==> src/rtl/paint_ctrl.sv <==
// Cursor/paint controller for a 2**COORD_W square LED canvas: pointer tracking, single-pixel
// framebuffer writes and palette selection. Define BRUSH_3X3_EN for a clipped 3x3 brush.
module paint_ctrl #(
    parameter int unsigned          COORD_W       = 6,
    parameter int unsigned          COLOR_W       = 8,
    parameter logic [COLOR_W-1:0]   DEFAULT_COLOR = 8'hFF
) (
    input  logic               clk,
    input  logic               rst,
    input  logic               init,
    input  logic [COORD_W-1:0] in_x,
    input  logic [COORD_W-1:0] in_y,
    input  logic [2:0]         in_button,
    output logic [COORD_W-1:0] out_x,
    output logic [COORD_W-1:0] out_y,
    output logic               paint,
    output logic               paleta,
    output logic               selector,
    output logic [COLOR_W-1:0] px_data
);

    typedef enum logic [1:0] {IDLE, TRACK, WRITE, PALETTE} state_t;

    state_t             state_q;
    logic [COORD_W-1:0] xr_q, yr_q, out_x_q, out_y_q, last_x_q, last_y_q;
    logic [2:0]         btn_q, btn_prev_q;
    logic               paint_q, paleta_q, sel_q;
    logic [COLOR_W-1:0] px_q, colour_q;
    logic               press, moved, do_write;
    logic [2:0]         pal_idx;

    function automatic logic [COLOR_W-1:0] palette_rom(input logic [2:0] idx);
        case (idx)
            3'd0:    palette_rom = 8'h00;
            3'd1:    palette_rom = 8'hE0;
            3'd2:    palette_rom = 8'h1C;
            3'd3:    palette_rom = 8'h03;
            3'd4:    palette_rom = 8'hFC;
            3'd5:    palette_rom = 8'hE3;
            3'd6:    palette_rom = 8'h1F;
            default: palette_rom = 8'hFF;
        endcase
    endfunction

    always_comb begin
        press    = (btn_q != btn_prev_q) && (btn_q != 3'd0);
        moved    = (xr_q != last_x_q) || (yr_q != last_y_q);
        // Held paint re-strokes on motion; erase needs a fresh press.
        do_write = ((btn_q == 3'd4) && (press || moved)) || (press && (btn_q == 3'd1));
        pal_idx  = xr_q[COORD_W-1 -: 3];
    end

`ifdef BRUSH_3X3_EN
    logic [3:0]         cnt_q, first_d, next_d;
    logic [COORD_W-1:0] cx_q, cy_q;

    function automatic logic cell_ok(input int unsigned k, input logic [COORD_W-1:0] cx,
                                     input logic [COORD_W-1:0] cy);
        cell_ok = !((k % 3 == 0) && (cx == '0)) && !((k % 3 == 2) && (cx == '1)) &&
                  !((k / 3 == 0) && (cy == '0)) && !((k / 3 == 2) && (cy == '1));
    endfunction

    function automatic logic [COORD_W-1:0] cell_coord(input int unsigned d,
                                                      input logic [COORD_W-1:0] c);
        cell_coord = c + COORD_W'(d) - COORD_W'(1);
    endfunction

    // Lowest in-canvas cell index >= from, or 9 when the brush footprint is exhausted.
    function automatic logic [3:0] next_cell(input logic [3:0] from,
                                             input logic [COORD_W-1:0] cx,
                                             input logic [COORD_W-1:0] cy);
        next_cell = 4'd9;
        for (int unsigned i = 0; i < 9; i++) begin
            int unsigned k;
            k = 8 - i;
            if ((k >= 32'(from)) && cell_ok(k, cx, cy)) next_cell = 4'(k);
        end
    endfunction

    always_comb begin
        first_d = next_cell(4'd0, xr_q, yr_q);
        next_d  = next_cell(cnt_q + 4'd1, cx_q, cy_q);
    end
`endif

    always_ff @(posedge clk) begin
        if (rst) begin
            state_q    <= IDLE;
            xr_q       <= '0;
            yr_q       <= '0;
            btn_q      <= '0;
            btn_prev_q <= '0;
            out_x_q    <= '0;
            out_y_q    <= '0;
            paint_q    <= 1'b0;
            paleta_q   <= 1'b0;
            sel_q      <= 1'b0;
            px_q       <= '0;
            colour_q   <= DEFAULT_COLOR;
            last_x_q   <= '0;
            last_y_q   <= '0;
`ifdef BRUSH_3X3_EN
            cnt_q      <= '0;
            cx_q       <= '0;
            cy_q       <= '0;
`endif
        end else begin
            xr_q  <= in_x;
            yr_q  <= in_y;
            btn_q <= in_button;
            // Freezing the edge detector during a write defers any press to the next TRACK cycle.
            if (state_q != WRITE) btn_prev_q <= btn_q;

            if (!init) begin
                state_q  <= IDLE;
                out_x_q  <= '0;
                out_y_q  <= '0;
                paint_q  <= 1'b0;
                paleta_q <= 1'b0;
                sel_q    <= 1'b0;
                px_q     <= '0;
            end else begin
                case (state_q)
                    IDLE: state_q <= TRACK;
                    TRACK: begin
                        out_x_q <= xr_q;
                        out_y_q <= yr_q;
                        if (do_write) begin
                            state_q  <= WRITE;
                            paint_q  <= 1'b1;
                            sel_q    <= 1'b1;
                            px_q     <= (btn_q == 3'd1) ? '0 : colour_q;
                            last_x_q <= xr_q;
                            last_y_q <= yr_q;
`ifdef BRUSH_3X3_EN
                            cnt_q    <= first_d;
                            cx_q     <= xr_q;
                            cy_q     <= yr_q;
                            out_x_q  <= cell_coord(32'(first_d) % 3, xr_q);
                            out_y_q  <= cell_coord(32'(first_d) / 3, yr_q);
`endif
                        end else if (press && (btn_q == 3'd3)) begin
                            state_q  <= PALETTE;
                            paleta_q <= 1'b1;
                        end
                    end
                    WRITE: begin
`ifdef BRUSH_3X3_EN
                        if (next_d != 4'd9) begin
                            cnt_q   <= next_d;
                            out_x_q <= cell_coord(32'(next_d) % 3, cx_q);
                            out_y_q <= cell_coord(32'(next_d) / 3, cy_q);
                        end else begin
`else
                        begin
`endif
                            state_q <= TRACK;
                            paint_q <= 1'b0;
                            sel_q   <= 1'b0;
                            out_x_q <= xr_q;
                            out_y_q <= yr_q;
                        end
                    end
                    PALETTE: begin
                        out_x_q <= xr_q;
                        out_y_q <= yr_q;
                        if (press && (btn_q == 3'd4)) begin
                            colour_q <= palette_rom(pal_idx);
                            state_q  <= TRACK;
                            paleta_q <= 1'b0;
                        end else if (press && (btn_q == 3'd3)) begin
                            state_q  <= TRACK;
                            paleta_q <= 1'b0;
                        end
                    end
                    default: state_q <= IDLE;
                endcase
            end
        end
    end

    assign out_x    = out_x_q;
    assign out_y    = out_y_q;
    assign paint    = paint_q;
    assign paleta   = paleta_q;
    assign selector = sel_q;
    assign px_data  = px_q;

endmodule

==> config.mk <==
export PLATFORM = sky130hd
export DESIGN_NAME = paint_ctrl
export DESIGN_NICKNAME = d
export VERILOG_FILES = /design/src/rtl/paint_ctrl.sv
export SDC_FILE = /design/constraint.sdc
export NUM_CORES = 1
export LEC_CHECK = 0
export ABC_AREA = 0
export BUFFER_PORTS_ARGS = -buffer_cell sky130_fd_sc_hd__buf_4
export CAP_MARGIN = 20
export CORE_MARGIN = 1.5
export CORE_UTILIZATION = 43
export DETAILED_ROUTE_END_ITERATION = 16
export PLACE_DENSITY_LB_ADDON = 0.25
export SETUP_SLACK_MARGIN = 0.02
export SLEW_MARGIN = 10
export SYNTH_ARGS = -nofsm -noshare
export SYNTH_HDL_FRONTEND = slang
export SYNTH_SLANG_ARGS = --single-unit
==> constraint.sdc <==
create_clock -name clk -period 1.9 [get_ports clk]
set_clock_uncertainty 0.15 [all_clocks]
set_input_delay 0.19 -clock clk [delete_from_list [all_inputs] [get_ports clk]]
set_output_delay 0.19 -clock clk [all_outputs]
set_load 0.01 [all_outputs]
==> summary.md <==
| Metric | Value |
|---|---|
| Reg2Reg Capture Point | `selector` |
| Max-Cap Viols | `0` |
| Largest net degree at the start of global routing | `43` |
| Period utilization | `0.948` |
| Post-synthesis sequential area ratio | `0.470` |
| Residual DRC | `0` |
| Slew headroom | `0.391` |
| Core Region | `about 4800 um2` |
| Max Fclk | `555 MHz` |
| HP Start | `init` |
| Min Tclk post-route | `1.80 ns` |
| Critical path class | `reg -> reg` |
| Overflow after GRT | `0` |
| Tightest Hold Check Type | `in -> reg` |
| Hold endpoint | `out_y[0]` |
| Critical R2R Launch | `yr_q[1]` |
| First-pass GRT wire length | `approximately 7.5 mm` |
| Asr flop ratio synth | `0` |
| Nets@finish | `335` |
| Critical Path RT | `1.97 ns` |
| Pleak | `1.17 nW` |
| GRT Overall Usage | `0.179` |
| Initial antenna violation count | `0` |
| DRT antenna net count | `0` |
| Area leader, netlist | `dfxtp_1` |
| Hold Path Cell Cnt | `3` |
| Synth Instances | `244` |
| Final Setup Violations | `0` |
| WP data arrival | `1.87 ns` |
| Final hold slack | `between 0.15 and 0.2 ns` |
| H-tree levels | `2` |
| Final HPWL DP | `approximately 3.1 mm` |
| Area fraction of the dominant cell type after synthesis | `0.470` |
| Reg2Reg Depth | `6` |
| Synth top area cells | `dfxtp_1 (47%), mux2i_1 (7.2%), nand2b_1 (7.1%)` |
| Share of cells above drive strength 1 | `0.258` |
| Clock Pin Slew Worst Setup and Hold Paths | `0.10 ns` |
| Pwr Density | `686 nW/um2` |
| I/O pin count | `41` |
| GP Congestion | `about 0.85` |
| Area Growth Syn to Fin | `35.2%` |
| FF-to-FF setup slack | `between 0.09 and 0.1 ns` |
| Clock root buffer | `clkbuf_8` |
| DRT iter0 DRCs | `100` |
| Row cnt | `25` |
| I/O Buffers | `40` |
| Clock Latency Late Sink | `0.31 ns` |
| Status | `complete, no violations` |
| Syn. warnings | `0` |
| Routed WL | `4.69 mm` |
| CTS Buf Count | `5` |
| CP endpoint kind | `register` |
| Starting density of the core | `0.457` |
| Routed length per instance | `~12 um` |
| Ant diodes | `0` |
| CTS max path bufs | `2` |
| DIE HEIGHT | `74.8 um` |
| Syn Nets | `262` |
| Worst vdd ir | `0.000483 V` |
| Total Power | `just over 2 mW` |
| Synth unique cells | `32` |
| Initial DRT Pass Iterations | `4` |
| CTS tree | `yes` |
| Clock sink total | `52` |
| Slew @ Worst Pin | `0.910 ns` |
| Main flop type after synthesis | `dfxtp_1` |
| CP startpoint kind | `register` |
| Vias | `1802` |
| Vias in the first global route | `1622` |
| Hold Fails Final Rpt | `0` |
| Mean area per synthesized cell | `9.09 um2` |
| Post-synth EDFFs | `0` |
| Die Span X | `74.8 um` |
| Mapped Area | `2220 um2` |
| Final Max Slew Viols | `0` |
| Maximum fanout along the worst path | `6` |
| Synthesized flop and latch total | `between 50 and 60` |
| Die area | `5600 um2` |
| RSZ-0062 raised after global routing | `true` |
| Post-DR vias/cell | `4.68` |
==> cell type report <==
cell class	instances	area, um2
Clock buffer	5	68.8
Clock inverter	3	22.5
Fill cell	416	1850
Sequential cell	52	1040
Inverter	3	11.3
Multi-Input combinational cell	170	1080
Tap cell	67	83.8
Timing Repair Buffer	85	689
==> worst max-delay path by stage <==
stage / startpoint / endpoint / slack (ns) / depth (start not counted)
final: yr_q[1] / selector / 0.1 / 6
after global routing: btn_q[0] / last_y_q[5] / 0.006 / 7
after floorplan: xr_q[4] / last_x_q[0] / 0.25 / 6
after global placement: btn_q[2] / last_y_q[0] / -0.31 / 5
after detailed placement: btn_q[2] / last_y_q[5] / -0.12 / 6
after CTS: btn_q[2] / last_y_q[5] / 0.02 / 6
==> kinds of logic after synthesis <==
group                      Yosys count  synth area share
muxes                               16            0.0722
xor gates and xnor gates            15            0.0626
adders and majority gates            1           0.00451
and+or+nand+nor                    109             0.262
buffers and inverters               22            0.0547
DFF                                 52             0.470
AOI/OAI and AO/OA                   29            0.0745
==> metal layers <==
metal	up-vias	wire, um	track usage
li1	937	-	-
met1	825	2400	0.254
met2	33	2100	0.268
met3	7	114	0.0361
met4	0	76	0.0727
met5	-	0	0
==> synthesized netlist by cell type (2+ instances only) <==
library cell,count
buf_4,6
nor2b_1,19
nor2_1,16
a21oi_1,20
nand2_1,32
clkbuf_1,10
inv_1,3
buf_6,2
nor3b_1,2
o21ai_0,2
nand4_1,4
nand2b_1,25
nor3_1,4
mux2i_1,16
dfxtp_1,52
a31oi_1,2
xnor2_1,14
==> worst max-delay path: stages (launching register included) <==
cell	delay (ns)
dfxtp_1	0.40
xnor2_2	0.14
nand4_1	0.17
nor4_4	0.38
buf_4	0.19
nor2_2	0.08
o21a_1	0.19
==> what timing repair did <==
item                       4_1_cts  5_1_grt
buffers inserted                 1        0
hold endpoints to repair        18        0
pin swaps                        1        2
setup endpoints to repair       14        7
hold buffers                    19        0
gates resized for setup          3        2
==> registers in the layout, summed over array words and instances, names as in the netlist, 2 cells and up <==
signal,flops
btn_q,3
xr_q,6
out_x,6
px_data,3
colour_q,3
out_y,6
state_q,2
yr_q,6
last_x_q,6
btn_prev_q,3
last_y_q,6
==> report_power, final <==
group	switching, mW	leakage, nW	internal, mW	total [mW]
registers	0.0220	0.424	1.12	1.14
clock network	0.383	0.0485	0.265	0.647
logic	0.120	0.698	0.148	0.268
total	0.525	1.17	1.53	2.06
==> stage by stage <==
| step | worst slack, ns | instances | util | TNS (ns) | instance area, um2 |
|---|---|---|---|---|---|
| 2_1_floorplan | 0.247 | 244 | - | 0 | 2220 |
| 3_3_place_gp | -0.305 | 356 | 0.551 | -3.34 | 2670 |
| 3_5_place_dp | -0.116 | 357 | 0.553 | -0.654 | 2680 |
| 4_1_cts | 0.0238 | 385 | 0.615 | 0 | 2980 |
| 5_1_grt | 0.00609 | 385 | 0.618 | 0 | 3000 |
| 6_report | 0.0980 | 385 | 0.618 | 0 | 3000 |
==> layout by cell type (no fill, tap or decap), drive strengths merged, types with 2 or more instances in the layout <==
master,count
mux2i,16
a31oi,2
inv,4
nand2,32
nand2b,25
nor2b,19
xnor2,15
clkbuf,5
clkinv,2
nand4,4
nor3b,2
nand3,2
o21ai,2
nor2,16
dfxtp,52
a21oi,20
buf,66
nor3,4
dlygate4sd3,19
(Power assumes the default switching activity.)
